===== config.mk =====
export PLATFORM = sky130hd
export DESIGN_NAME = screen_scheduler
export DESIGN_NICKNAME = d
export VERILOG_FILES = /design/src/rtl/screen_scheduler.sv
export SDC_FILE = /design/constraint.sdc
export NUM_CORES = 1
export LEC_CHECK = 0
export CORE_ASPECT_RATIO = 1.4
export CORE_MARGIN = 2
export CORE_UTILIZATION = 25
export DETAILED_ROUTE_END_ITERATION = 10
export GPL_ROUTABILITY_DRIVEN = 0
export PLACE_DENSITY = 0.46
export REMOVE_ABC_BUFFERS = 1
export SLEW_MARGIN = 15
export SYNTH_ARGS = -nofsm -noshare
export SYNTH_HDL_FRONTEND = slang
export SYNTH_SLANG_ARGS = --single-unit

===== constraint.sdc =====
create_clock -name clk -period 3.36 [get_ports clk]
set_clock_uncertainty 0.05 [all_clocks]
set_input_delay 0.672 -clock clk [delete_from_list [all_inputs] [get_ports clk]]
set_output_delay 0.672 -clock clk [all_outputs]
set_load 0.02 [all_outputs]

===== src/rtl/screen_scheduler.sv =====
// Round-robin display scheduler sharing one 16-bit hex screen between four
// sources. Advances on a dwell timer or a step pulse; a pin override locks
// the display onto a chosen source. All outputs are registered.
module screen_scheduler #(
    parameter int unsigned DWELL_CYCLES = 12_000_000,
    parameter int unsigned CNT_W        = 24
) (
    input  logic        clk,
    input  logic        rst_n,
    input  logic [3:0]  src_valid,
    input  logic [63:0] src_data,
    input  logic        step,
    input  logic        pin_en,
    input  logic [1:0]  pin_sel,
    output logic [15:0] dout,
    output logic        dout_valid,
    output logic [1:0]  cur_sel,
    output logic        switch_pulse
);

    typedef enum logic [1:0] {
        IDLE,
        SHOW,
        PINNED
    } state_t;

    state_t           state;
    logic [CNT_W-1:0] cnt;

    logic             nv_found;
    logic [1:0]       nv_idx;
    logic [1:0]       first_idx;
    logic             cur_valid;
    logic             cnt_expired;
    logic [15:0]      cur_word;
    logic [15:0]      pin_word;
    logic [15:0]      first_word;
    logic [15:0]      nv_word;

    assign cur_valid   = src_valid[cur_sel];
    assign cnt_expired = (cnt == CNT_W'(DWELL_CYCLES - 1));
    assign cur_word    = src_data[{cur_sel,   4'b0000} +: 16];
    assign pin_word    = src_data[{pin_sel,   4'b0000} +: 16];
    assign first_word  = src_data[{first_idx, 4'b0000} +: 16];
    assign nv_word     = src_data[{nv_idx,    4'b0000} +: 16];

    // Next valid source after cur_sel; scanning far-to-near lets the nearest win.
    always_comb begin
        nv_found = 1'b0;
        nv_idx   = cur_sel;
        for (int unsigned k = 3; k >= 1; k--) begin
            if (src_valid[cur_sel + 2'(k)]) begin
                nv_found = 1'b1;
                nv_idx   = cur_sel + 2'(k);
            end
        end
    end

    // Lowest-index valid source, used when leaving IDLE.
    always_comb begin
        first_idx = '0;
        for (int unsigned i = 4; i >= 1; i--) begin
            if (src_valid[i-1]) begin
                first_idx = 2'(i - 1);
            end
        end
    end

    // Scheduler FSM with registered display outputs and dwell counter.
    always_ff @(posedge clk or negedge rst_n) begin
        if (!rst_n) begin
            state        <= IDLE;
            cnt          <= '0;
            dout         <= '0;
            dout_valid   <= 1'b0;
            cur_sel      <= '0;
            switch_pulse <= 1'b0;
        end else begin
            switch_pulse <= 1'b0;
            case (state)
                IDLE: begin
                    if (pin_en) begin
                        state        <= PINNED;
                        cur_sel      <= pin_sel;
                        dout         <= pin_word;
                        dout_valid   <= 1'b1;
                        cnt          <= '0;
                        switch_pulse <= (pin_sel != cur_sel);
                    end else if (|src_valid) begin
                        state        <= SHOW;
                        cur_sel      <= first_idx;
                        dout         <= first_word;
                        dout_valid   <= 1'b1;
                        cnt          <= '0;
                        switch_pulse <= 1'b1;
                    end else begin
                        dout_valid   <= 1'b0;
                    end
                end
                SHOW: begin
                    if (pin_en) begin
                        state        <= PINNED;
                        cur_sel      <= pin_sel;
                        dout         <= pin_word;
                        dout_valid   <= 1'b1;
                        cnt          <= '0;
                        switch_pulse <= (pin_sel != cur_sel);
                    end else if (!cur_valid) begin
                        // No next_valid here means nothing is valid at all.
                        if (nv_found) begin
                            cur_sel      <= nv_idx;
                            dout         <= nv_word;
                            dout_valid   <= 1'b1;
                            cnt          <= '0;
                            switch_pulse <= 1'b1;
                        end else begin
                            state        <= IDLE;
                            dout_valid   <= 1'b0;
                            cnt          <= '0;
                        end
                    end else if (cnt_expired || step) begin
                        dout_valid <= 1'b1;
                        cnt        <= '0;
                        if (nv_found) begin
                            cur_sel      <= nv_idx;
                            dout         <= nv_word;
                            switch_pulse <= 1'b1;
                        end else begin
                            dout         <= cur_word;
                        end
                    end else begin
                        dout_valid <= 1'b1;
                        dout       <= cur_word;
                        cnt        <= cnt + CNT_W'(1);
                    end
                end
                PINNED: begin
                    cnt        <= '0;
                    dout_valid <= 1'b1;
                    if (pin_en) begin
                        cur_sel      <= pin_sel;
                        dout         <= pin_word;
                        switch_pulse <= (pin_sel != cur_sel);
                    end else begin
                        state <= SHOW;
                        dout  <= cur_word;
                    end
                end
                default: begin
                    state      <= IDLE;
                    cnt        <= '0;
                    dout_valid <= 1'b0;
                end
            endcase
        end
    end

endmodule


==> results.yml, run 1 <==
status:
  status: "completed"
floorplan:
  core_area_sq_mm: 0.0213
  num_rows: 63
  io_pins: 94
  die_h_um: 179
  dieArea_sq_mm: 0.0230
  initial_utilization_pct: 25.6
  die_w_um: 129
clocking:
  path_clk_slew_ns: 0.08
  tritoncts: "yes"
  numClockSinks: 46
  clk_latency_ns: 0.30
  ctsHoldBuffers: 0
  clock_path_buffers: 2
  cts_resized: 0
  cts_buffers: 5
  h-tree-depth: 2
  root_buffer: "clkbuf_16"
  post_cts_buffers: 0
synthesis:
  yosys_warnings: 0
  yosys-top-cells-area: "dfrtp_1, mux4_2, mux2i_1, nand2_1, a21boi_0"
  async_flop_share_pct: 100
  synth_area_sq_mm: 0.00546
  post_synth.cell_area_avg_sq_um: 8.67
  synth.top_cell.area_share_pct: 21.1
  yosysTopAreaCell: "dfrtp_1"
  synth_cell_type_count: 63
  ys_ff_latch: 46
  yosysSeqAreaShare_pct: 21.1
  synth_edf_count: 0
  postSynthCellCount: 629
  synthFlopType: "dfrtp_1"
critical_path:
  slowest_stage: "clkdlybuf4s50_1"
  critPathKind: "in2reg"
  start_kind: "primary input"
  crit_start: "src_valid[0]"
  required_ns: 3.48
  crit_buf_inv: 2
  slowest_delay_ns: 0.55
  timing.critical_path.cells: "clkdlybuf4s50_1 -> or4b_1 -> o32ai_1 -> nor2_1 -> and3_1 -> buf_12 -> a2111oi_0 -> nor3_1"
  end_kind: "flip-flop"
  r2r_start: "cur_sel[0]"
  critPathArrivalTime_ns: 3.15
  crit_fanout: 10
  critPathTopFamily: "simple AND/OR/NAND/NOR gates"
detailed_routing:
  drc: 0
  vias: 5538
  wl_um: 20400
  antenna_left: 0
  dr.pass1.iters: 6
  avgRoutedWirePerCell_um: 21.0
  initialDrtViolationCount: 357
  avgViaCountPerCell: 5.70
power_and_ir_drop:
  total_power_uw: 4380
  power_density_mw_per_mm2: 635
  peakVddDrop_v: 0.000262
  p_leak_uw: 0.00280
sta:
  slew_headroom_pct: 38.0
  fin_crit_sh_pct: 90.0
  slew_violations: 0
  grt_setup_unrepaired: "false"
  setup_viol: 0
  tightest_slew_ns: 0.930
  fmax_ghz: 0.331
  hold_violations: 0
  finalCriticalPeriod_ns: 3.03
flow_run:
  maxCapViolations: 0
place:
  place_area_sq_mm: 0.00674
  hpwl_um: 14000
  portBuffers: 93
finish:
  fin_area_sq_mm: 0.00689
  utilization_pct: 32.4
  multi_input_area_sq_mm: 0.00398
  nFillCells: 2217
  synthToLayoutAreaGrowth_pct: 26.3
  seqCellArea_sq_mm: 0.00115
  fin_nets: 790
  drive_above_1_share_pct: 14.9
  num_antenna_cells: 0
global_routing:
  use_met2_pct: 30.5
  gr-total-overflow: 0
  grt_max_degree: 35
  grt_pass1_wl_um: 31900
  grt_pass1_vias: 5770
  grtUsageMet3_pct: 2.48
  met1_usage_pct: 22.7
  top_usage_layer: "met2"
  track_usage_pct: 17.8
  antenna_found_initial: 0
min_path:
  hp-class: "in2async"
==> cells in the final DEF, fill, tap and decap left out, types with 7 or more instances in the layout <==
cell and n:
mux4_2 24, nand2_1 131, a21boi_0 32, a22oi_1 17, nor3_2 14, nand3_1 28, nor3_1 22, a31oi_1 16
inv_1 7, a2111oi_2 10, clkdlybuf4s50_1 91, mux4_1 8, o211a_1 16, o21ai_0 7, xor2_1 17, dfrtp_1 46
a21oi_1 19, and3_1 7, mux2i_1 50, buf_4 28, nor2_1 35
==> cells in the mapped netlist (3+ instances only) <==
| cell | number |
|---|---|
| xnor2_1 | 6 |
| buf_2 | 15 |
| nand3_1 | 28 |
| o211a_1 | 16 |
| a21oi_2 | 4 |
| buf_1 | 4 |
| and3_1 | 7 |
| nor2_1 | 35 |
| nor3_1 | 22 |
| mux2_2 | 3 |
| o21ai_0 | 7 |
| a21boi_0 | 32 |
| nand4_1 | 6 |
| a2111oi_2 | 10 |
| xor2_1 | 17 |
| mux2i_1 | 50 |
| a31oi_1 | 16 |
| clkbuf_1 | 23 |
| mux4_2 | 24 |
| inv_1 | 7 |
| dfrtp_1 | 46 |
| buf_6 | 7 |
| a2111oi_0 | 6 |
| nor2b_1 | 5 |
| ha_1 | 5 |
| nor3_2 | 14 |
| a22oi_1 | 17 |
| a21oi_1 | 19 |
| nand2_1 | 131 |
| mux4_1 | 8 |
==> area by class of cell <==
| cell class | count | area share [%] |
|---|---|---|
| Timing Repair Buffer | 127 | 18.2 |
| Tap cell | 260 | 4.72 |
| Sequential cell | 46 | 16.7 |
| Clock buffer | 5 | 1.82 |
| Multi-Input combinational cell | 523 | 57.8 |
| Inverter | 8 | 0.436 |
| Clock inverter | 3 | 0.345 |
==> state kept, by name (all words and copies together) (netlist names) <==
signal,count
switch_pulse,1
dout_valid,1
cur_sel,2
cnt,24
state,2
dout,16
==> worst paths after layout <==
check / depth (start not counted) / endpoint / slack [ns]
setup / recovery: 8 / dout[2] / 0.33
hold / removal: 1 / dout[4] / 0.28
setup reg to reg: 7 / dout[2] / 0.84
hold reg to reg: 2 / cnt[23] / 0.49
max in group asynchronous: 2 / cnt[7] / 2.17
min in group clk: 2 / cnt[23] / 0.49
==> metrics by stage <==
stage	hold slack, ns	setup slack (ns)	setup TNS (ns)	cells
detailed placement	0.481	0.00685	0	964
CTS	0.297	0.339	0	972
global placement	0.471	0.101	0	964
finish	0.279	0.334	0	972
global route	0.320	0.0909	0	972
floorplan	0.326	-0.0323	-0.219	577
==> power breakdown <==
group	leakage [uW]	switching, uW	internal [uW]	total, uW
Combinational	0.00214	1640	1380	3010
Clock	0.0000664	252	279	531
Sequential	0.000595	132	700	832
==> per-layer routing <==
layer	part of all wire [%]	vias to the layer above	wire length [um]
met2	49	230	10000
li1	-	2516	-
met3	5.3	55	1090
met5	0	-	0
met1	42	2737	8650
met4	3.3	0	674
==> cell families (layout without fill, tap and decap cells) <==
kind of cell | Yosys count | after routing | share of synthesized area (%)
multiplexers | 86 | 86 | 24.0
buffers and inverters | 60 | 143 | 5.87
flip-flops | 46 | 46 | 21.1
XOR/XNOR | 23 | 23 | 3.69
adder cells (fa/ha/maj) | 5 | 5 | 1.15
AO/OA/AOI/OAI | 145 | 145 | 21.3
AND/OR/NAND/NOR | 264 | 264 | 22.9
Note: power is estimated with default switching activity, not from simulation.
==> inputs of run 2 (changes only) <==
- clock period: 3.36 -> 3.9 ns (I/O delays scaled with it)
==> results.yml, run 2 (same netlist as run 1, synthesis figures left out) <==
status:
  status: "completed"
detailed_routing:
  drc: 0
  initialDrtViolationCount: 405
  antenna_left: 0
  avgRoutedWirePerCell_um: 21.1
  wl_um: 20400
  dr.pass1.iters: 5
  vias: 5497
  avgViaCountPerCell: 5.69
critical_path:
  critPathKind: "in2reg"
  critPathArrivalTime_ns: 3.39
  required_ns: 4.03
  start_kind: "primary input"
  crit_fanout: 10
  end_kind: "flip-flop"
sta:
  grt_setup_unrepaired: "false"
  slew_headroom_pct: 36.2
  hold_violations: 0
  fmax_ghz: 0.307
  tightest_slew_ns: 0.957
  setup_viol: 0
  slew_violations: 0
  fin_crit_sh_pct: 83.5
  tns_ns: 0
  finalCriticalPeriod_ns: 3.26
global_routing:
  antenna_found_initial: 0
  gr-total-overflow: 0
  grt_max_degree: 33
  track_usage_pct: 17.8
  grt_pass1_wl_um: 31700
  grt_pass1_vias: 5691
power_and_ir_drop:
  p_leak_uw: 0.00277
  power_density_mw_per_mm2: 557
  peakVddDrop_v: 0.000254
floorplan:
  die_h_um: 179
  num_rows: 63
  die_w_um: 129
  core_area_sq_mm: 0.0213
  io_pins: 94
  initial_utilization_pct: 25.6
  dieArea_sq_mm: 0.0230
place:
  portBuffers: 93
  hpwl_um: 13800
  dp.cells: 958
finish:
  drive_above_1_share_pct: 14.2
  reg_top3: "cnt (24), dout (16)"
  final_cell_mix: "nand2_1, clkdlybuf4s50_1, mux2i_1, dfrtp_1, nor2_1"
  fin_cells: 966
  fin_nets: 784
  synthToLayoutAreaGrowth_pct: 24.9
  num_antenna_cells: 0
  max_flop_register: "cnt"
  utilization_pct: 32.0
  final_common_cell: "nand2_1"
  largest_reg_flops: 24
clocking:
  cts_resized: 0
  clk_latency_ns: 0.30
  post_cts_buffers: 0
  clock_path_buffers: 2
  tritoncts: "yes"
  cts_buffers: 5
  path_clk_slew_ns: 0.08
  h-tree-depth: 2
  root_buffer: "clkbuf_16"
  ctsHoldBuffers: 0
  numClockSinks: 46
flow_run:
  maxCapViolations: 0
min_path:
  hp-class: "in2async"
run 2: changes by cell type in the layout (fill, tap and decap cells not counted):
cell and change:
bufinv_16 +2, buf_12 -6, inv_6 -1, clkinv_4 +1, clkinvlp_4 -2
run 2: per-layer routing:
metal  vias up  GRT usage (%)  routed length (um)
met5         -              0                   0
met2       256           31.0                9990
met3        48           2.57                1170
met4         0           6.93                 673
met1      2689           22.0                8590
li1       2504              -                   -
run 2: critical path, stage by stage:
cell and delay (ns):
clkdlybuf4s50_1 0.57, or4b_1 0.58, o32ai_1 0.20, nor2_1 0.10, and3_1 0.36, buf_4 0.28, a2111oi_0 0.42, nor3_1 0.08
run 2: final cells by class:
cell class,instances,area [sq um]
well taps,260,325
clock buffers,5,125
inverters,8,30.0
repair buffers,121,1130
fillers,2253,14500
clock inverters,3,68.8
multi-input cells,523,3980
flip-flops and latches,46,1150
run 2: path summary, 6_finish.rpt:
path                                    from            to  cells after the start  slack [ns]
max in group asynchronous              rst_n  switch_pulse                      2        2.56
worst min register to register       cnt[23]       cnt[23]                      2        0.50
min in group clk                     cnt[23]       cnt[23]                      2        0.50
worst max-delay path            src_valid[0]      dout[15]                      8        0.64
worst max register to register      state[1]       dout[4]                      8        1.16
worst min-delay path                   rst_n       dout[3]                      1        0.47
run 2: power by group:
group	switching [uW]	internal [uW]
registers	106	603
logic	1390	1110
clock network	216	369
run 2: per-stage QoR:
| stage | setup WS (ns) | total power (uW) | instance area [sq um] | hold WS, ns |
|---|---|---|---|---|
| 6_report | 0.643 | 3800 | 6820 | 0.474 |
| 5_1_grt | 0.525 | 4050 | 6820 | 0.526 |
| 4_1_cts | 0.666 | 3810 | 6820 | 0.497 |
| 3_5_place_dp | 0.344 | 3220 | 6620 | 0.480 |
| 3_3_place_gp | 0.460 | 3180 | 6620 | 0.471 |
| 2_1_floorplan | 0.400 | 2310 | 5160 | 0.434 |
